==> config.mk <==
export PLATFORM = sky130hd
export DESIGN_NAME = frame_deserializer
export DESIGN_NICKNAME = d
export VERILOG_FILES = /design/src/rtl/frame_deserializer.sv
export SDC_FILE = /design/constraint.sdc
export NUM_CORES = 1
export LEC_CHECK = 0
export CORE_MARGIN = 1.5
export CORE_UTILIZATION = 48
export CTS_BUF_LIST = sky130_fd_sc_hd__clkbuf_8
export DETAILED_ROUTE_END_ITERATION = 16
export PLACE_DENSITY = 0.82
export SYNTH_ARGS = -nofsm -noshare
export SYNTH_HDL_FRONTEND = slang
export SYNTH_SLANG_ARGS = --single-unit
export TNS_END_PERCENT = 50
==> constraint.sdc <==
create_clock -name i_clk -period 3.1 [get_ports i_clk]
set_clock_uncertainty 0.15 [all_clocks]
set_input_delay 0.31 -clock i_clk [delete_from_list [all_inputs] [get_ports i_clk]]
set_output_delay 0.31 -clock i_clk [all_outputs]
set_load 0.05 [all_outputs]
==> src/rtl/frame_deserializer.sv <==
// Byte-strobed frame collector: NUM_OPERANDS operand words then one opcode word,
// presented in parallel and held until acknowledged, with overrun, timeout and flush.
module frame_deserializer #(
  parameter int unsigned DATA_W         = 8,
  parameter int unsigned NUM_OPERANDS   = 2,
  parameter int unsigned TIMEOUT_CYCLES = 0
) (
  input  logic                           i_clk,
  input  logic                           reset,
  input  logic                           i_ready,
  input  logic [DATA_W-1:0]              i_data,
  input  logic                           i_flush,
  input  logic                           i_ack,
  output logic                           o_valid,
  output logic [NUM_OPERANDS*DATA_W-1:0] o_operands,
  output logic [DATA_W-1:0]              o_opcode,
  output logic                           o_busy,
  output logic [3:0]                     o_word_idx,
  output logic                           o_overrun,
  output logic                           o_timeout
);

  localparam int unsigned CNT_W = (TIMEOUT_CYCLES > 1) ? $clog2(TIMEOUT_CYCLES) : 1;
  localparam logic [CNT_W-1:0] CNT_LAST = CNT_W'(TIMEOUT_CYCLES - 1);
  localparam logic [3:0] LAST_IDX = 4'(NUM_OPERANDS);

  typedef enum logic [1:0] {S_IDLE, S_COLLECT, S_HOLD} state_e;

  state_e                         state_q, state_d;
  logic [3:0]                     idx_q, idx_d;
  logic [NUM_OPERANDS*DATA_W-1:0] operands_q, operands_d;
  logic [DATA_W-1:0]              opcode_q, opcode_d;
  logic [CNT_W-1:0]               cnt_q, cnt_d;
  logic                           overrun_q, overrun_d;
  logic                           timeout_q, timeout_d;

  always_comb begin
    state_d    = state_q;
    idx_d      = idx_q;
    operands_d = operands_q;
    opcode_d   = opcode_q;
    cnt_d      = '0;
    overrun_d  = 1'b0;
    timeout_d  = 1'b0;
    if (i_flush) begin
      state_d = S_IDLE;
      idx_d   = '0;
    end else begin
      case (state_q)
        S_IDLE: begin
          if (i_ready) begin
            operands_d[DATA_W-1:0] = i_data;
            idx_d   = 4'd1;
            state_d = S_COLLECT;
          end
        end
        S_COLLECT: begin
          if (i_ready) begin
            if (idx_q == LAST_IDX) begin
              opcode_d = i_data;
              idx_d    = '0;
              state_d  = S_HOLD;
            end else begin
              for (int unsigned k = 0; k < NUM_OPERANDS; k++) begin
                if (idx_q == 4'(k)) operands_d[k*DATA_W +: DATA_W] = i_data;
              end
              idx_d = idx_q + 4'd1;
            end
          end else if (TIMEOUT_CYCLES > 0) begin
            // The counter holds the idle cycles already seen, so the check fires on the last allowed one.
            if (cnt_q == CNT_LAST) begin
              state_d   = S_IDLE;
              idx_d     = '0;
              timeout_d = 1'b1;
            end else begin
              cnt_d = cnt_q + CNT_W'(1);
            end
          end
        end
        S_HOLD: begin
          if (i_ack) begin
            if (i_ready) begin
              operands_d[DATA_W-1:0] = i_data;
              idx_d   = 4'd1;
              state_d = S_COLLECT;
            end else begin
              state_d = S_IDLE;
            end
          end else if (i_ready) begin
            overrun_d = 1'b1;
          end
        end
        default: state_d = S_IDLE;
      endcase
    end
  end

  always_ff @(posedge i_clk) begin
    if (reset) begin
      state_q    <= S_IDLE;
      idx_q      <= '0;
      operands_q <= '0;
      opcode_q   <= '0;
      cnt_q      <= '0;
      overrun_q  <= 1'b0;
      timeout_q  <= 1'b0;
    end else begin
      state_q    <= state_d;
      idx_q      <= idx_d;
      operands_q <= operands_d;
      opcode_q   <= opcode_d;
      cnt_q      <= cnt_d;
      overrun_q  <= overrun_d;
      timeout_q  <= timeout_d;
    end
  end

  assign o_valid    = (state_q == S_HOLD);
  assign o_busy     = (state_q == S_COLLECT);
  assign o_word_idx = idx_q;
  assign o_operands = operands_q;
  assign o_opcode   = opcode_q;
  assign o_overrun  = overrun_q;
  assign o_timeout  = timeout_q;

endmodule
Word-level counts from Yosys, hierarchy flattened

Index checks and enable logic that the tools add are counted.

Add/subtract/negate cells: 1
Equality and inequality tests: 10
Mux-type cells: 18
Bitwise logic cells: 3
Reduce and logical (&&, ||, !) cells: 10

Operators by type and width:

| kind                                                   | count |
|---|---|
| 2-to-1 mux 8 bit                                       | 5 |
| one-hot mux 8 bit (3 select lines)                     | 1 |
| 2-to-1 mux 4 bit                                       | 4 |
| one-hot mux 4 bit (3 select lines)                     | 1 |
| 2-to-1 mux 2 bit                                       | 4 |
| inequality test 2 bit (second input constant)          | 4 |
| AND reduction 4 bit                                    | 2 |
| one-hot mux 2 bit (3 select lines)                     | 1 |
| AND reduction 6 bit                                    | 1 |
| AND reduction 5 bit                                    | 1 |
| adder 4 x 1 -> 4 bit (second input constant)           | 1 |
| equality test 4 x 1 -> 1 bit (second input constant)   | 1 |
| equality test 4 x 2 -> 1 bit (second input constant)   | 1 |
| logical NOT 4 bit                                      | 1 |
| inequality test 2 x 1 -> 1 bit (second input constant) | 2 |
| OR reduction 4 bit                                     | 1 |
| inverter 1 bit                                         | 3 |
| AND reduction 3 bit                                    | 1 |
| nonzero test 3 bit                                     | 1 |
| equality test 2 x 1 -> 1 bit (second input constant)   | 1 |
| equality test 2 bit (second input constant)            | 1 |
| logical NOT 2 bit                                      | 1 |
| 2-to-1 mux 1 bit                                       | 2 |
| OR reduction 2 bit                                     | 1 |

Flip-flop bits (word level): 31
Bits of input ports: 13
Output and inout port bits: 32
Word-level logic and storage cells: 48

Longest topological paths before layout

Gate-level depths: netlist (run 1).

Depth after elaboration: 5
Depth in mapped cells: 5
Depth with buffers taken out: 4

Worst setup path before layout (run 1)

No wires, ideal clock.

Kind: reg2reg
Start: reg state_q[0]
End: reg opcode_q[0] (netlist: o_opcode[0])
Setup time: 0.128 ns
Arrival: 1.941 ns
Data required time: 2.822 ns
Path slack: 0.882 ns
Cell stages (with the launch flop): 6
Path buffers: 1
Period minus slack after synthesis: 2.218 ns
Cells stage by stage: dfxtp_1 > nor2b_1 > clkbuf_1 > nand3_1 > mux2i_1 > nor2_1

Cells in the longest elaborated chain, start to end: 2

RTL lines:

| what                                 | line | source |
|---|---|---|
| start: declaration                   | 29   | `state_e state_q, state_d;` |
| start signal: assignment             | 108  | `state_q <= state_d;` |
| equality test 2 x 1 -> 1 bit         | --   |  |
| via o_busy                           | 17   | `output logic o_busy,` |
| AND reduction 4 bit (no source line) | --   |  |
| end signal: assignment               | 111  | `opcode_q <= opcode_d;` |
| end: declaration                     | 32   | `logic [DATA_W-1:0] opcode_q, opcode_d;` |

The timed path passes the listed nets, and every way through them passes these cells.
A chain may end at the register's enable or synchronous reset.

Worst setup path after layout (run 1)

Start: reg state_q[0]
End: out o_busy

Cells in the longest elaborated chain, start to end: 1

RTL lines:

| what                         | line | source |
|---|---|---|
| equality test 2 x 1 -> 1 bit | 119  | `assign o_busy = (state_q == S_COLLECT);` |
| end: declaration             | 17   |  |

Every way passes these cells.

==> metrics.log, run 1 <==
INFO  metric gp_congestion = 0.863
INFO  metric avgSynthCellArea = ~10 um2
INFO  metric grt-busiest-layer = met2
INFO  metric top_cell_type_by_total_area_after_synthesis = sky130_fd_sc_hd__dfxtp_1
INFO  metric total_power = 0.822 mW
INFO  metric critPathLaunchType = flop
INFO  metric synth_most_common_cell = sky130_fd_sc_hd__dfxtp_1
INFO  metric asyncSetResetFlopFracSynth = 0%
INFO  metric area_growth_syn_to_layout = 43.1%
INFO  metric cpPeakStageDelay = a little over 900 ps
INFO  metric finalMaxSlewViolations = 0
INFO  metric synth_cell_type_count = 28
INFO  metric min_path_cells = 2
INFO  metric switching_power = 0.204 mW
INFO  metric timing_worst_setup_path_type = flop to output port
INFO  metric antennaDiodeCount = 0
INFO  metric share_comb_of_total_power = around 12%
INFO  metric tritoncts = built
INFO  metric finalSetupViolations = 0
INFO  metric wl_per_cell = 14.7 um
INFO  metric global_route.usage.met1 = 26.5%
INFO  metric fmax = 373 MHz
INFO  metric r2r_start = o_word_idx[1]$_SDFFE_PP0P_
INFO  metric final.setup.tns = 0 ps
INFO  metric clock_path_buffers = 2
INFO  metric share_of_cells_above_drive_strength_1 = 7.06%
INFO  metric hold-path-endpoint = o_operands[5]$_SDFFE_PP0P_
INFO  metric grt_pass1_vias = 920
INFO  metric core-area = ~2500 um2
INFO  metric worstMarginPinSlew = 731 ps
INFO  metric dieWidth = between 50 and 60 um
INFO  metric synth-edff-count = 0
INFO  metric power_density = 461 nW/um2
INFO  metric synthDominantCellAreaShare = 49.8%
INFO  metric clkSlewWorstSetupHoldPaths = around 60 ps
INFO  metric io_buffers = 43
INFO  metric dr_total_vias = 1036
INFO  metric num_rows = 18
INFO  metric reg2reg_to = o_opcode[7]$_SDFFE_PP0P_
INFO  metric slew_headroom = 51.2%
INFO  metric most_common_library_cells_after_synthesis = 31 x sky130_fd_sc_hd__dfxtp_1, 30 x sky130_fd_sc_hd__nor2_1, 25 x sky130_fd_sc_hd__mux2i_1
INFO  metric switching_share = around a quarter
INFO  metric detail-route-antenna-nets = 0
INFO  metric total_gr_overflow = 0
INFO  metric grt_use_total = 22.6%
INFO  metric power_frac_seq = between 40 and 50%
INFO  metric cts-hold-fix-buffers = 0
INFO  metric finalCritPeriodShare = ~87%
INFO  metric p_leak = 0.768 nW
INFO  metric min_clock_period_post_route = 2680 ps
INFO  metric worst_hold_path_type = flop to flop
INFO  metric postSynthCellCount = 125
INFO  metric totalWireLength = just under 3000 um
INFO  metric initial_util = approximately 51%
INFO  metric critical-path-top-delay-family = buffers and inverters
INFO  metric series_of_cell_instances_along_the_critical_path = nor2b_1 -> clkdlybuf4s50_1
INFO  metric syn_nets = about 140
INFO  metric dr.pass1.iters = 4
INFO  metric cts.sinks = 31
INFO  metric finalHoldViolCount = 0
INFO  metric cts_buffers = 5
INFO  metric viasPerCell = slightly above 5
INFO  metric htreeDepth = 2
INFO  metric worst-endpoint-required = 2640 ps
INFO  metric end_kind = output port
INFO  metric post_synth_main_area_contributors = sky130_fd_sc_hd__dfxtp_1 50%, sky130_fd_sc_hd__mux2i_1 20%, sky130_fd_sc_hd__nor2_1 9.0%
INFO  metric number_of_buffers_and_inverters_on_the_critical_path = 1
INFO  metric insertion_delay_of_the_later_clocked_pin_in_the_worst_skew_pair = around 280 ps
INFO  metric grt_use_met2 = 34.1%
INFO  metric ctsResizeCount = 0
INFO  metric grt_first_pass_wirelength = 4330 um
INFO  metric maximum_number_of_pins_on_one_net_before_global_route_repair = 26
INFO  metric fillers = 186
INFO  metric drv_cap = 0
INFO  metric synth_seq_cells = 31
INFO  metric die_h = 53.9 um
INFO  metric mapped_area = 1240 um2
INFO  metric clkPwrFrac = 38.6%
INFO  metric worst_path_max_delay_cell = sky130_fd_sc_hd__clkdlybuf4s50_1
INFO  metric yosysSeqAreaShare = 49.8%
INFO  metric post_cts.repair.setup_buffers = 0
INFO  metric worst_ir_drop_vdd = 0.436 mV
INFO  metric rsz_0062_raised_after_global_routing = false
INFO  metric intPower = approximately 0.62 mW
INFO  metric finalNetCount = about 180
INFO  metric critPathArrivalTime = 2220 ps
INFO  metric drc = 0
INFO  metric cp_max_fo = 9
INFO  metric ys_flop_type = sky130_fd_sc_hd__dfxtp_1
INFO  metric yosysWarnings = 0
INFO  metric antenna_found_initial = 0
INFO  metric grtUsageMet3 = 10.0%
INFO  metric regToRegSetupSlack = 790 ps
INFO  metric ctsRootBufferMaster = sky130_fd_sc_hd__clkbuf_8
INFO  metric detailedPlacementHpwl = 2000 um
INFO  metric design.die.area = between 2000 and 3000 um2
INFO  metric dr_iter_0_viols = 25
INFO  metric min-delay-start = o_operands[5]$_SDFFE_PP0P_
INFO  metric layout.core_utilization = 72.6%
INFO  metric ioPinCount = 45
INFO  metric ff2ff_path_depth = 4
INFO  metric run_status = completed
==> state kept, by name (all words and copies together), names as in the netlist <==
name and count:
o_word_idx 4, state_q 2, o_operands 16, o_opcode 8
o_overrun 1
==> final cells by class <==
cell class	instances	area (um2)	area share, %
clock inverter	1	5.00	0.281
timing repair buffer	44	438	24.6
multi-input combinational	87	594	33.4
tap	30	37.5	2.11
inverter	1	3.75	0.211
sequential	31	621	34.8
clock buffer	6	82.6	4.63
==> worst min-delay path: cells and delay by family, from the launching register on <==
family	cells	cell delay, ps
and+or+nand+nor	1	70
DFF	1	330
muxes	1	60
==> worst max-delay path by stage <==
stage                                 start                  endpoint  slack (ps)  cells after the start
global route        state_q[0]$_SDFFE_PP0P_                    o_busy         330                      2
floorplan           state_q[0]$_SDFFE_PP0P_  o_opcode[0]$_SDFFE_PP0P_         880                      5
detailed placement  state_q[0]$_SDFFE_PP0P_                    o_busy         760                      2
global placement    state_q[0]$_SDFFE_PP0P_                    o_busy         870                      2
CTS                 state_q[0]$_SDFFE_PP0P_                    o_busy         440                      2
finish              state_q[0]$_SDFFE_PP0P_                    o_busy         420                      2
==> power by group through the flow <==
| stage | registers (mW) | logic, mW | clock network [mW] |
|---|---|---|---|
| 2_1_floorplan | 0.439 | 0.0359 | 0 |
| 3_3_place_gp | 0.418 | 0.0922 | 0 |
| 3_5_place_dp | 0.419 | 0.0938 | 0 |
| 4_1_cts | 0.410 | 0.0945 | 0.322 |
| 5_1_grt | 0.411 | 0.0991 | 0.339 |
| 6_report | 0.410 | 0.0941 | 0.317 |
==> layer usage <==
layer  vias to the layer above  wire (um)
met5                         -          0
met4                         0         65
met1                       483       1260
li1                        516          -
met2                        31       1440
met3                         6        184
==> metrics by stage <==
stage	instances	hold slack (ps)	cell area [um2]	worst slack, ps
floorplan	125	304	1240	882
global placement	193	324	1690	865
detailed placement	193	336	1690	755
CTS	200	350	1780	436
global route	200	367	1780	332
finish	200	347	1780	417
==> layout by cell type, fill, tap and decap left out <==
| cell type | n |
|---|---|
| sky130_fd_sc_hd__a211oi_1 | 1 |
| sky130_fd_sc_hd__a21boi_0 | 1 |
| sky130_fd_sc_hd__a21o_1 | 1 |
| sky130_fd_sc_hd__a21oi_1 | 2 |
| sky130_fd_sc_hd__a221oi_1 | 1 |
| sky130_fd_sc_hd__a221oi_4 | 1 |
| sky130_fd_sc_hd__a31oi_1 | 1 |
| sky130_fd_sc_hd__and4bb_2 | 1 |
| sky130_fd_sc_hd__buf_4 | 1 |
| sky130_fd_sc_hd__clkbuf_8 | 6 |
| sky130_fd_sc_hd__clkdlybuf4s50_1 | 43 |
| sky130_fd_sc_hd__clkinv_2 | 1 |
| sky130_fd_sc_hd__conb_1 | 1 |
| sky130_fd_sc_hd__dfxtp_1 | 31 |
| sky130_fd_sc_hd__inv_1 | 1 |
| sky130_fd_sc_hd__mux2i_1 | 25 |
| sky130_fd_sc_hd__nand2_1 | 1 |
| sky130_fd_sc_hd__nand2b_1 | 2 |
| sky130_fd_sc_hd__nand3_1 | 3 |
| sky130_fd_sc_hd__nand4_1 | 1 |
| sky130_fd_sc_hd__nor2_1 | 30 |
| sky130_fd_sc_hd__nor2b_1 | 5 |
| sky130_fd_sc_hd__nor3_1 | 2 |
| sky130_fd_sc_hd__nor3b_1 | 1 |
| sky130_fd_sc_hd__nor4b_1 | 1 |
| sky130_fd_sc_hd__nor4bb_1 | 1 |
| sky130_fd_sc_hd__o21ai_0 | 2 |
| sky130_fd_sc_hd__or2_2 | 1 |
| sky130_fd_sc_hd__or4_4 | 1 |
| sky130_fd_sc_hd__xnor2_1 | 1 |
==> kinds of logic after synthesis <==
group	synth area share, %
DFF	49.8
buffers and inverters	2.41
other	0.301
AOI/OAI and AO/OA	6.74
xor gates and xnor gates	0.704
and+or+nand+nor	19.9
muxes	20.1
Note: power is estimated with default switching activity, not from simulation.
==> run 2: changes to the inputs <==
--- a/constraint.sdc
+++ b/constraint.sdc
@@ -4,2 +4,2 @@
 set_output_delay 0.31 -clock i_clk [all_outputs]
-set_load 0.05 [all_outputs]
+set_load 0.01 [all_outputs]
==> run 2 against run 1 <==
Cell area rose by 0.70%; global-route usage shrank 0.51 points; clock-buffer cell count up 1; combinational power down 23%; critical endpoint unchanged; largest cell class unchanged; largest power group unchanged.
==> metrics.log, run 2 (synthesis results as in run 1) <==
INFO  metric clkSlewWorstSetupHoldPaths = 60 ps (about the same)
INFO  metric ioPinCount = 45 (unchanged)
INFO  metric fillers = 184 (was 186)
INFO  metric rsz_0062_raised_after_global_routing = false (unchanged)
INFO  metric dr.pass1.iters = 4 (unchanged)
INFO  metric layout.area.seq = 621 um2 (unchanged)
INFO  metric cts.sinks = 31 (unchanged)
INFO  metric viasPerCell = 5.28 (was 5.18)
INFO  metric share_of_cells_above_drive_strength_1 = 7.02% (was 7.06%)
INFO  metric finalNetCount = 183 (unchanged)
INFO  metric finalHoldViolCount = 0 (unchanged)
INFO  metric drv_cap = 0 (unchanged)
INFO  metric multi_input_comb_area = 594 um2 (unchanged)
INFO  metric cts_buffers = 5 (unchanged)
INFO  metric io_buffers = 43 (unchanged)
INFO  metric finalCritPeriodShare = 77.0% (was 86.5%)
INFO  metric finalMaxSlewViolations = 0 (unchanged)
INFO  metric die_h = 53.9 um (unchanged)
INFO  metric min_clock_period_post_route = 2390 ps (was 2680 ps)
INFO  metric area_growth_syn_to_layout = 44.1% (was 43.1%)
INFO  metric leading_cell_type_in_the_layout_fill_and_taps_excluded = sky130_fd_sc_hd__clkdlybuf4s50_1 (unchanged)
INFO  metric critPathLaunchType = flop (unchanged)
INFO  metric gp_congestion = 0.839 (was 0.863)
INFO  metric final_cell_mix = 43 x sky130_fd_sc_hd__clkdlybuf4s50_1, 31 x sky130_fd_sc_hd__dfxtp_1, 30 x sky130_fd_sc_hd__nor2_1 (unchanged)
INFO  metric largest_reg_flops = 16 (unchanged)
INFO  metric detail-route-antenna-nets = 0 (unchanged)
INFO  metric antenna_found_initial = 0 (unchanged)
INFO  metric critPathArrivalTime = 1930 ps (was 2220 ps)
INFO  metric design.die.area = 2910 um2 (unchanged)
INFO  metric cts-hold-fix-buffers = 0 (unchanged)
INFO  metric dieWidth = 53.9 um (unchanged)
INFO  metric holdWs = 347 ps (about the same)
INFO  metric total_power = 0.823 mW (was 0.822 mW)
INFO  metric totalWireLength = 2890 um (was 2950 um)
INFO  metric end_kind = output port (unchanged)
INFO  metric maximum_number_of_pins_on_one_net_before_global_route_repair = 26 (unchanged)
INFO  metric htreeDepth = 2 (unchanged)
INFO  metric worst_hold_path_type = flop to flop (unchanged)
INFO  metric dr_total_vias = 1061 (was 1036)
INFO  metric antennaDiodeCount = 0 (unchanged)
INFO  metric clock_path_buffers = 2 (unchanged)
INFO  metric drc = 0 (unchanged)
INFO  metric cp_max_fo = 9 (unchanged)
INFO  metric fin_cells = 201 (was 200)
INFO  metric wl_per_cell = 14.4 um (was 14.7 um)
INFO  metric grt_first_pass_wirelength = 4520 um (was 4330 um)
INFO  metric grt_use_total = 22.1% (was 22.6%)
INFO  metric post_cts.repair.setup_buffers = 0 (unchanged)
INFO  metric total_gr_overflow = 0 (unchanged)
INFO  metric timing_worst_setup_path_type = flop to output port (unchanged)
INFO  metric ctsResizeCount = 0 (unchanged)
INFO  metric grt_pass1_vias = 961 (was 920)
INFO  metric final.setup.tns = 0 ps (unchanged)
INFO  metric detailedPlacementHpwl = 2040 um (was 2000 um)
INFO  metric run_status = completed (unchanged)
INFO  metric p_leak = 0.776 nW (was 0.768 nW)
INFO  metric dp_cells = 193 (unchanged)
INFO  metric worst_ir_drop_vdd = 0.494 mV (was 0.436 mV)
INFO  metric fmax = 419 MHz (was 373 MHz)
INFO  metric tritoncts = built (unchanged)
INFO  metric dr_iter_0_viols = 8 (was 25)
INFO  metric insertion_delay_of_the_later_clocked_pin_in_the_worst_skew_pair = 280 ps (about the same)
INFO  metric num_rows = 18 (unchanged)
INFO  metric ctsRootBufferMaster = sky130_fd_sc_hd__clkbuf_8 (unchanged)
INFO  metric worstMarginPinSlew = 708 ps (was 731 ps)
INFO  metric dpl_cell_area = 1690 um2 (unchanged)
INFO  metric slew_headroom = 52.7% (was 51.2%)
INFO  metric core-area = 2450 um2 (unchanged)
INFO  metric power_density = 459 nW/um2 (was 461 nW/um2)
INFO  metric final_design_area_no_fill = 1790 um2 (was 1780 um2)
INFO  metric finalSetupViolations = 0 (unchanged)
INFO  metric initial_util = 50.7% (unchanged)
INFO  metric worst-endpoint-required = 2640 ps (about the same)
[run 2: cell types whose count changed in the layout (fill, tap and decap cells not counted), sizes merged]
cell    delta
clkbuf     +1
clkinv     -1
inv        +1
[run 2: worst paths after layout]
path	startpoint	end	slack (ps)	depth (start not counted)
hold reg to reg	o_opcode[4]$_SDFFE_PP0P_	o_opcode[4]$_SDFFE_PP0P_	350	2
setup / recovery	state_q[0]$_SDFFE_PP0P_	o_busy	710	2
setup reg to reg	o_word_idx[1]$_SDFFE_PP0P_	o_opcode[3]$_SDFFE_PP0P_	840	4
hold / removal	o_opcode[4]$_SDFFE_PP0P_	o_opcode[4]$_SDFFE_PP0P_	350	2
[run 2: stage by stage]
stage                     util (%)  setup slack, ps
after CTS                     73.1              741
after global routing          73.1              626
after global placement        69.0              887
after floorplan                  -             1090
final                         73.1              714
after detailed placement      69.0              890
[run 2: critical path, cell delays in order, from the launching register on]
cell	delay [ps]
sky130_fd_sc_hd__dfxtp_1	380
sky130_fd_sc_hd__nor2b_1	600
sky130_fd_sc_hd__clkdlybuf4s50_1	670
[run 2: per-layer routing]
metal / track usage, % / part of all wire [%] / vias up
met2: 35.2 / 51 / 37
met1: 27.4 / 42 / 503
met4: 10.7 / 1.8 / 0
met5: 0 / 0 / -
li1: - / - / 514
met3: 6.11 / 5.1 / 7
[run 2: layout make-up]
class | count | share of cell area, %
Inverter | 1 | 0.209
Multi-Input combinational cell | 87 | 33.1
Clock buffer | 7 | 5.37
Tap cell | 30 | 2.09
Clock inverter | 1 | 0.209
Sequential cell | 31 | 34.6
Timing Repair Buffer | 44 | 24.4
[run 2: power breakdown]
part	internal, mW	total, mW	leakage [nW]	switching, mW
clock	0.199	0.341	0.0557	0.142
sequential	0.405	0.410	0.251	0.00486
combinational	0.0385	0.0723	0.470	0.0337
total	0.643	0.823	0.776	0.180
==> run 3: changes to the inputs <==
Settings changed: CORE_UTILIZATION 48 to 41, PLACE_DENSITY 0.82 to 0.74.
Clock period 3.1 ns to 2 ns, I/O delays scaled along.
==> run 3 against run 2 <==
The flow now finishes with violations (DRC); sequential cell count is the same; worst hold slack worse by 4.5 ps; setup slack got worse by 590 ps; core utilization is 6.6 points lower; combinational power is 63% higher; sequential share of layout area fell by 1.5 points; via count grew 0.85%; non-clock buffer count increased by 9; register-to-register slack worse by 720 ps; highest routed layer unchanged; cell area up 4.9%.
==> metrics.log, run 3 (synthesis results as in run 1) <==
INFO  metric end_kind = flop (was output port)
INFO  metric share_of_cells_above_drive_strength_1 = 12.8% (was 7.02%)
INFO  metric multi_input_comb_area = 594 um2 (unchanged)
INFO  metric fmax = ~530 MHz
INFO  metric ff2ff_path_depth = 5 (was 4)
INFO  metric core-area = 2830 um2 (was 2450 um2)
INFO  metric dr_total_vias = 1070 (was 1061)
INFO  metric worst_ir_drop_vdd = 0.579 mV (was 0.494 mV)
INFO  metric finalNetCount = 192 (was 183)
INFO  metric total_power = 1.38 mW (was 0.823 mW)
INFO  metric grt_use_total = 19.4% (was 22.1%)
INFO  metric dr.pass1.iters = 12 (was 4)
INFO  metric critPathArrivalTime = 1900 ps (was 1930 ps)
INFO  metric antennaDiodeCount = 0 (unchanged)
INFO  metric tritoncts = built (unchanged)
INFO  metric rsz_0062_raised_after_global_routing = false (unchanged)
INFO  metric cts_buffers = 5 (unchanged)
INFO  metric largest_reg_flops = 16 (unchanged)
INFO  metric worst_hold_path_type = flop to flop (unchanged)
INFO  metric finalHoldViolCount = 0 (unchanged)
INFO  metric gp_congestion = 0.815 (was 0.839)
INFO  metric failing_checks = DRC
INFO  metric worst-endpoint-required = 2020 ps (was 2640 ps)
INFO  metric cts-hold-fix-buffers = 0 (unchanged)
INFO  metric num_rows = 19 (was 18)
INFO  metric final_cell_mix = 43 x sky130_fd_sc_hd__clkdlybuf4s50_1, 30 x sky130_fd_sc_hd__nor2_1, 30 x sky130_fd_sc_hd__dfxtp_1 (was 43 x sky130_fd_sc_hd__clkdlybuf4s50_1, 31 x sky130_fd_sc_hd__dfxtp_1, 30 x sky130_fd_sc_hd__nor2_1)
INFO  metric ctsRootBufferMaster = sky130_fd_sc_hd__clkbuf_8 (unchanged)
INFO  metric dieWidth = 58.1 um (was 53.9 um)
INFO  metric dpl_cell_area = 1760 um2 (was 1690 um2)
INFO  metric layout.area.seq = 622 um2 (was 621 um2)
INFO  metric layout.core_utilization = 66.5% (was 73.1%)
INFO  metric timing_worst_setup_path_type = flop to flop (was flop to output port)
INFO  metric post_cts.repair.setup_buffers = 0 (unchanged)
INFO  metric clock_path_buffers = 2 (unchanged)
INFO  metric maximum_number_of_pins_on_one_net_before_global_route_repair = 25 (was 26)
INFO  metric antenna_found_initial = 0 (unchanged)
INFO  metric finalMaxSlewViolations = 0 (unchanged)
INFO  metric die_h = 58.1 um (was 53.9 um)
INFO  metric dr_iter_0_viols = 29 (was 8)
INFO  metric viasPerCell = 5.07 (was 5.28)
INFO  metric design.die.area = 3380 um2 (was 2910 um2)
INFO  metric finalCritPeriodShare = a little over nine tenths
INFO  metric drc = 3 (was 0)
INFO  metric run_status = complete, but fails checks (was completed)
INFO  metric finalSetupViolations = 0 (unchanged)
INFO  metric ioPinCount = 45 (unchanged)
INFO  metric fillers = 228 (was 184)
INFO  metric detailedPlacementHpwl = 2110 um (was 2040 um)
INFO  metric min_clock_period_post_route = 1880 ps
INFO  metric wl_per_cell = 14.0 um (was 14.4 um)
INFO  metric drv_cap = 0 (unchanged)
INFO  metric cts.sinks = 31 (unchanged)
INFO  metric min_path_cells = 2 (unchanged)
INFO  metric leading_cell_type_in_the_layout_fill_and_taps_excluded = sky130_fd_sc_hd__clkdlybuf4s50_1 (unchanged)
INFO  metric htreeDepth = 2 (unchanged)
INFO  metric initial_util = 44.0% (was 50.7%)
INFO  metric clkSlewWorstSetupHoldPaths = 60 ps (about the same)
INFO  metric totalWireLength = 2960 um (was 2890 um)
INFO  metric detail-route-antenna-nets = 0 (unchanged)
INFO  metric total_gr_overflow = 0 (unchanged)
INFO  metric area_growth_syn_to_layout = 51.2% (was 44.1%)
INFO  metric final_design_area_no_fill = 1880 um2 (was 1790 um2)
INFO  metric final.setup.tns = 0 ps (unchanged)
INFO  metric p_leak = 0.828 nW (was 0.776 nW)
INFO  metric ctsResizeCount = 0 (unchanged)
INFO  metric critPathLaunchType = flop (unchanged)
INFO  metric cp_max_fo = 8 (was 9)
INFO  metric grt_pass1_vias = 1107 (was 961)
INFO  metric insertion_delay_of_the_later_clocked_pin_in_the_worst_skew_pair = 280 ps (about the same)
INFO  metric io_buffers = 43 (unchanged)
INFO  metric grt_first_pass_wirelength = 4910 um (was 4520 um)
INFO  metric power_density = 733 nW/um2 (was 459 nW/um2)
==> run 3: power by group <==
part           total (mW)  switching [mW]  internal, mW
Combinational       0.118          0.0548        0.0635
Sequential          0.634         0.00631         0.628
Clock               0.627           0.224         0.402
Total                1.38           0.285          1.09
==> run 3: final timing paths <==
| path | end | startpoint | slack, ps |
|---|---|---|---|
| hold / removal | o_opcode[2]$_SDFFE_PP0P_ | o_opcode[2]$_SDFFE_PP0P_ | 340 |
| setup / recovery | o_operands[4]$_SDFFE_PP0P_ | o_word_idx[0]$_SDFFE_PP0P_ | 120 |
| setup reg to reg | o_operands[4]$_SDFFE_PP0P_ | o_word_idx[0]$_SDFFE_PP0P_ | 120 |
| hold reg to reg | o_opcode[2]$_SDFFE_PP0P_ | o_opcode[2]$_SDFFE_PP0P_ | 340 |
==> run 3: critical path: stages (launching register included) <==
cell and delay, ps:
sky130_fd_sc_hd__dfxtp_2 320, sky130_fd_sc_hd__or4_4 540, sky130_fd_sc_hd__a221oi_4 260, sky130_fd_sc_hd__buf_4 230, sky130_fd_sc_hd__mux2i_1 200, sky130_fd_sc_hd__nor2_1 60
==> run 3: final cells by class <==
cell class	count	area share, %
Clock buffer	6	4.39
Clock inverter	2	1.86
Inverter	1	0.199
Tap cell	31	2.06
Timing Repair Buffer	53	26.9
Multi-Input combinational cell	87	31.6
Sequential cell	31	33.0
==> run 3: stage by stage <==
| step | hold WS (ps) | worst slack, ps | std cells |
|---|---|---|---|
| after floorplan | 194 | 20.7 | 125 |
| after global placement | 322 | 167 | 203 |
| after detailed placement | 333 | 119 | 203 |
| after CTS | 348 | 105 | 211 |
| after global routing | 388 | 47.3 | 211 |
| final | 343 | 121 | 211 |
==> run 3: per-layer routing <==
| metal | track usage [%] | routed length (um) |
|---|---|---|
| met1 | 21.6 | 1250 |
| met2 | 32.1 | 1410 |
| met3 | 9.15 | 257 |
| met4 | 7.31 | 41 |
| met5 | 0 | 0 |
==> RTL edit 1: new RTL, flow settings as in run 3 <==
The parameter `DATA_W` goes from 8 to 12.
--- a/src/rtl/frame_deserializer.sv
+++ b/src/rtl/frame_deserializer.sv
@@ -1,7 +1,7 @@
 // Byte-strobed frame collector: NUM_OPERANDS operand words then one opcode word,
 // presented in parallel and held until acknowledged, with overrun, timeout and flush.
 module frame_deserializer #(
-  parameter int unsigned DATA_W         = 8,
+  parameter int unsigned DATA_W         = 12,
   parameter int unsigned NUM_OPERANDS   = 2,
   parameter int unsigned TIMEOUT_CYCLES = 0
 ) (
Interface: changed (resized i_data, o_opcode and o_operands); port bits go from 45 to 61. The function was not compared with the original's and may differ.
==> RTL edit 1 against run 3 <==
Worst setup slack better by 0.017 ns; core utilization is 4.3 points lower; via count is 66% higher; combinational power is 58% higher; power is 34% higher; area after synthesis is 53% higher; non-clock buffer count is 23 higher; sequential share of layout area is 1.7 points lower; sequential cell count is 12 higher; wire length is 68% higher; final area is 46% higher; die area is 50% higher; synthesized cell count is 72% higher; critical path type unchanged; critical endpoint is now o_operands[10]$_SDFFE_PP0P_.
==> RTL edit 1: results (changes against run 3) <==
* Post-synth cell types at 40 (+43%)
* Synth Area in Compound Gates at 0.200 (+0.133)
* Largest net degree at the start of global routing at 49 (+96%)
* Highest metal used: met4
* Antenna Cells at 0 (unchanged)
* Iter 0 DRT Violations at 75 (+160%)
* Reg2reg end: o_operands[10]$_SDFFE_PP0P_
* Placed cell areas at 2610 sq um (+48%)
* Min-Delay Startpoint: o_operands[5]$_SDFFE_PP0P_
* Worst hold slack at 0.323 ns (-0.0193 ns)
* Max FO, Critical Path at 12 (+4)
* Share of post-route cells with drive strength above 1 at 0.105 (-0.0231)
* Total Wirelength at 4.98 mm (+68%)
* Net Count, Synth at 232 (+68%)
* Routability cong. at 0.913 (+12%)
* Arrival time worst endpoint at 1.93 ns (+0.03 ns)
* DRT met1 WL at 2.43 mm (+95%)
* Worst Reg-to-Reg Cells at 4 (-1)
* Met3 wire len at 230 um (-11%)
* Final net count at 293 (+53%)
* WL met2 at 2.27 mm (+61%)
* Setup Buffers After CTS at 0 (unchanged)
* Placed insts at 321 (+58%)
* CTS max path bufs at 2 (unchanged)
* Syn Area/Cell at 8.84 sq um (-11%)
* DP Wirelength at 3.47 mm (+64%)
* Hold EP: o_operands[5]$_SDFFE_PP0P_
* Initial antenna violation count at 0 (unchanged)
* Peak supply drop at 433 uV (-25%)
* Setup Slack @ Placement at 0.0601 ns (-0.0584 ns)
* Outcome: finished, final reports clean
* Top post-synthesis cells by area: dfxtp_1 (45%), nand2b_1 (8.2%), a21oi_1 (6.6%), nand3_1 (6.6%), mux2i_1 (6.3%)
* Worst-path clk slew at 0.08 ns (+0.02 ns)
* Port Buffers at 59 (+37%)
* DR vias/cell at 5.39 (+6.3%)
* Aggregate global-route resource usage at 0.196 (+0.00163)
* Leakage at 0.954 nW (+15%)
* Critical path type: reg -> reg
* Ys Warns at 0 (unchanged)
* Critical path origin: o_word_idx[3]$_SDFFE_PP0P_
* Multiplexer share of the synthesized area at 0.0632 (-0.138)
* Sequential share of the synthesized area at 0.453 (-0.0456)
* Global routing usage on met1 at 0.297 (+0.0803)
* Drt first pass iters at 4 (-8)
* Max reg flops at 24 (+8)
* GRT met3 Usage at 0.0328 (-0.0588)
* Num CTS Buffers at 5 (unchanged)
* Post-synthesis xor/xnor area fraction at 0 (-0.00704)
* Post-route insts no fill at 329 (+56%)
* Vias in the first global route at 1551 (+40%)
* Synth cell count leaders: dfxtp_1 (43), a21oi_1 (25), nand2b_1 (25), nand3_1 (25), o21ai_0 (21)
* Asr flop ratio synth at 0 (unchanged)
* Met2 Usage GRT at 0.273 (-0.0483)
* Internal reg-to-reg setup slack at 0.14 ns (+0.02 ns)
* First-pass GRT wire length at 7.80 mm (+59%)
* Post-synthesis adder-cell area fraction at 0 (unchanged)
RTL edit 1: repair_timing:
action                                 CTS  global route
setup endpoints to repair                0             1
gates resized for setup                  0             1
endpoints found under the hold margin    0             0
RTL edit 1: critical path, stage by stage, from the launching register on:
cell and delay [ns]:
dfxtp_1 0.36, o41a_1 0.48, a2111oi_4 0.39, buf_12 0.19, mux2i_1 0.20
RTL edit 1: final cells by class:
cell class                      instances  area (sq um)
Clock buffer                            5          68.8
Clock inverter                          3          63.8
Fill cell                             402          1670
Inverter                                3          11.3
Multi-Input combinational cell        147           932
Sequential cell                        43           862
Tap cell                               52          65.1
Timing Repair Buffer                   76           743
RTL edit 1: cell families after synthesis:
kind of cell / count (synthesis)
compound gates: 63
buf+inv: 25
flops: 43
mux: 12
other cells: 1
simple gates: 71
RTL edit 1: report_power, final:
part	switching [mW]	leakage (nW)	internal (mW)
Clock	0.292	0.0695	0.494
Sequential	0.0108	0.349	0.871
Combinational	0.0881	0.536	0.0975
==> RTL edit 2: new RTL, config.mk and constraints of run 3 <==
Without the edit above. Take the reset off `operands_q` and load it in a clocked block of its own.
--- a/src/rtl/frame_deserializer.sv
+++ b/src/rtl/frame_deserializer.sv
@@ -99,7 +99,6 @@
     if (reset) begin
       state_q    <= S_IDLE;
       idx_q      <= '0;
-      operands_q <= '0;
       opcode_q   <= '0;
       cnt_q      <= '0;
       overrun_q  <= 1'b0;
@@ -107,12 +106,15 @@
     end else begin
       state_q    <= state_d;
       idx_q      <= idx_d;
-      operands_q <= operands_d;
       opcode_q   <= opcode_d;
       cnt_q      <= cnt_d;
       overrun_q  <= overrun_d;
       timeout_q  <= timeout_d;
     end
+  end
+
+  always_ff @(posedge i_clk) begin
+    operands_q <= operands_d;
   end
 
   assign o_valid    = (state_q == S_HOLD);
Check against the original RTL: not equivalent (Yosys sat finds a counterexample within 4 cycles, from zero or initial values and one cycle with reset high).
==> RTL edit 2 against run 3 <==
Via count decreased by 9.6%; wire length is 12% lower; worst setup slack got worse by 0.022 ns; power decreased by 12%; synthesized cell count is 14% lower; die area fell by 3.6%; sequential cell count unchanged; area after synthesis down 3.8%; final area is 6.8% lower; critical path depth shrank 3; critical endpoint is now o_busy; highest routed layer unchanged.
==> RTL edit 2: results (changes against run 3) <==
* Outcome: finished, final reports clean
* Met2 Usage GRT at 0.304 (-0.0177)
* Vias in the first global route at 928 (-16%)
* Min-Delay Startpoint: o_opcode[7]$_SDFFE_PP0P_
* Sequential share of the synthesized area at 0.652 (+0.154)
* Gate Count Post-Synth at 107 (-14%)
* Top post-synthesis cells by area: edfxtp_1 (40%), dfxtp_1 (25%), a21oi_1 (4.6%), nand3_1 (4.2%), nand2_1 (4.1%)
* Arrival time worst endpoint at 1.55 ns (-0.35 ns)
* Comb pwr share at 0.070 (-0.016)
* Layout fillers at 246 (+7.9%)
* Share of post-route cells with drive strength above 1 at 0.0955 (-0.0322)
* Internal reg-to-reg setup slack at 0.36 ns (+0.24 ns)
* Post-cts sizing count at 0 (unchanged)
* Power Density at 692 nW/um^2 (-5.6%)
* Setup Slack @ Placement at 0.141 ns (+0.0227 ns)
* DRT met1 WL at 1.08 mm (-14%)
* Hold EP: o_opcode[7]$_SDFFE_PP0P_
* Initial antenna violation count at 0 (unchanged)
* CTS tree: built
* Reg2reg end: o_operands[14]$_DFFE_PP_
* First-pass GRT wire length at 4.43 mm (-9.7%)
* Worst flop-to-flop path startpoint: state_q[0]$_SDFFE_PP0P_
* Sequential power share at 0.565 (+0.105)
* WL met2 at 1.26 mm (-10%)
* Leakage at 0.597 nW (-28%)
* Synth cell count leaders: edfxtp_1 (16), dfxtp_1 (15), nand2_1 (13), a21oi_1 (11)
* Drt first pass iters at 4 (-8)
* Largest net degree at the start of global routing at 11 (-56%)
* Placed insts at 180 (-11%)
* Via count at 967 (-9.6%)
* Routability cong. at 0.736 (-9.7%)
* Post-route insts no fill at 188 (-11%)
* Met3 wire len at 232 um (-9.7%)
* WL/cell at 13.9 um (-0.79%)
* Iter 0 DRT Violations at 18 (-38%)
* Worst-path clk slew at 0.06 ns (about the same)
* Most used DFF post-synth: edfxtp_1
* Aggregate global-route resource usage at 0.179 (-0.0155)
* P_int at 960 uW (-12%)
* Net Count, Synth at 120 (-13%)
* Max FO, Critical Path at 10 (+2)
* GRT met3 Usage at 0.0794 (-0.0122)
* DP Wirelength at 1.93 mm (-8.8%)
* Fin crit share at 0.951 (+0.0112)
* Peak supply drop at 724 uV (+25%)
* Global routing usage on met1 at 0.204 (-0.0120)
* Final net count at 169 (-12%)
* Placed cell areas at 1670 sq um (-5.2%)
* Worst hold slack at 0.311 ns (-0.0319 ns)
* Highest metal used: met4
* EDFF count, synth at 16 (+16)
* Setup crit end: o_busy
* Worst Reg-to-Reg Cells at 2 (-3)
RTL edit 2: logic make-up (layout without fill, tap and decap cells):
kind of cell           count (synthesis)  in the layout  synth area share
and+or+nand+nor                       48             48             0.214
AOI/OAI and AO/OA                     19             19            0.0951
buffers and inverters                  8             58            0.0355
other                                  1              1           0.00313
DFF                                   31             31             0.652
RTL edit 2: area by class of cell:
cell class | instances | area, sq um | share of cell area
inverters | 1 | 3.75 | 0.00214
clock buffers | 5 | 68.8 | 0.0392
well taps | 31 | 38.8 | 0.0221
multi-input cells | 68 | 374 | 0.213
flip-flops and latches | 31 | 781 | 0.445
clock inverters | 3 | 12.5 | 0.00713
repair buffers | 49 | 475 | 0.271
RTL edit 2: critical path, stage by stage, from the launching register on:
cell and delay [ns]:
dfxtp_1 0.49, nor2b_1 0.22, clkdlybuf4s50_1 0.56
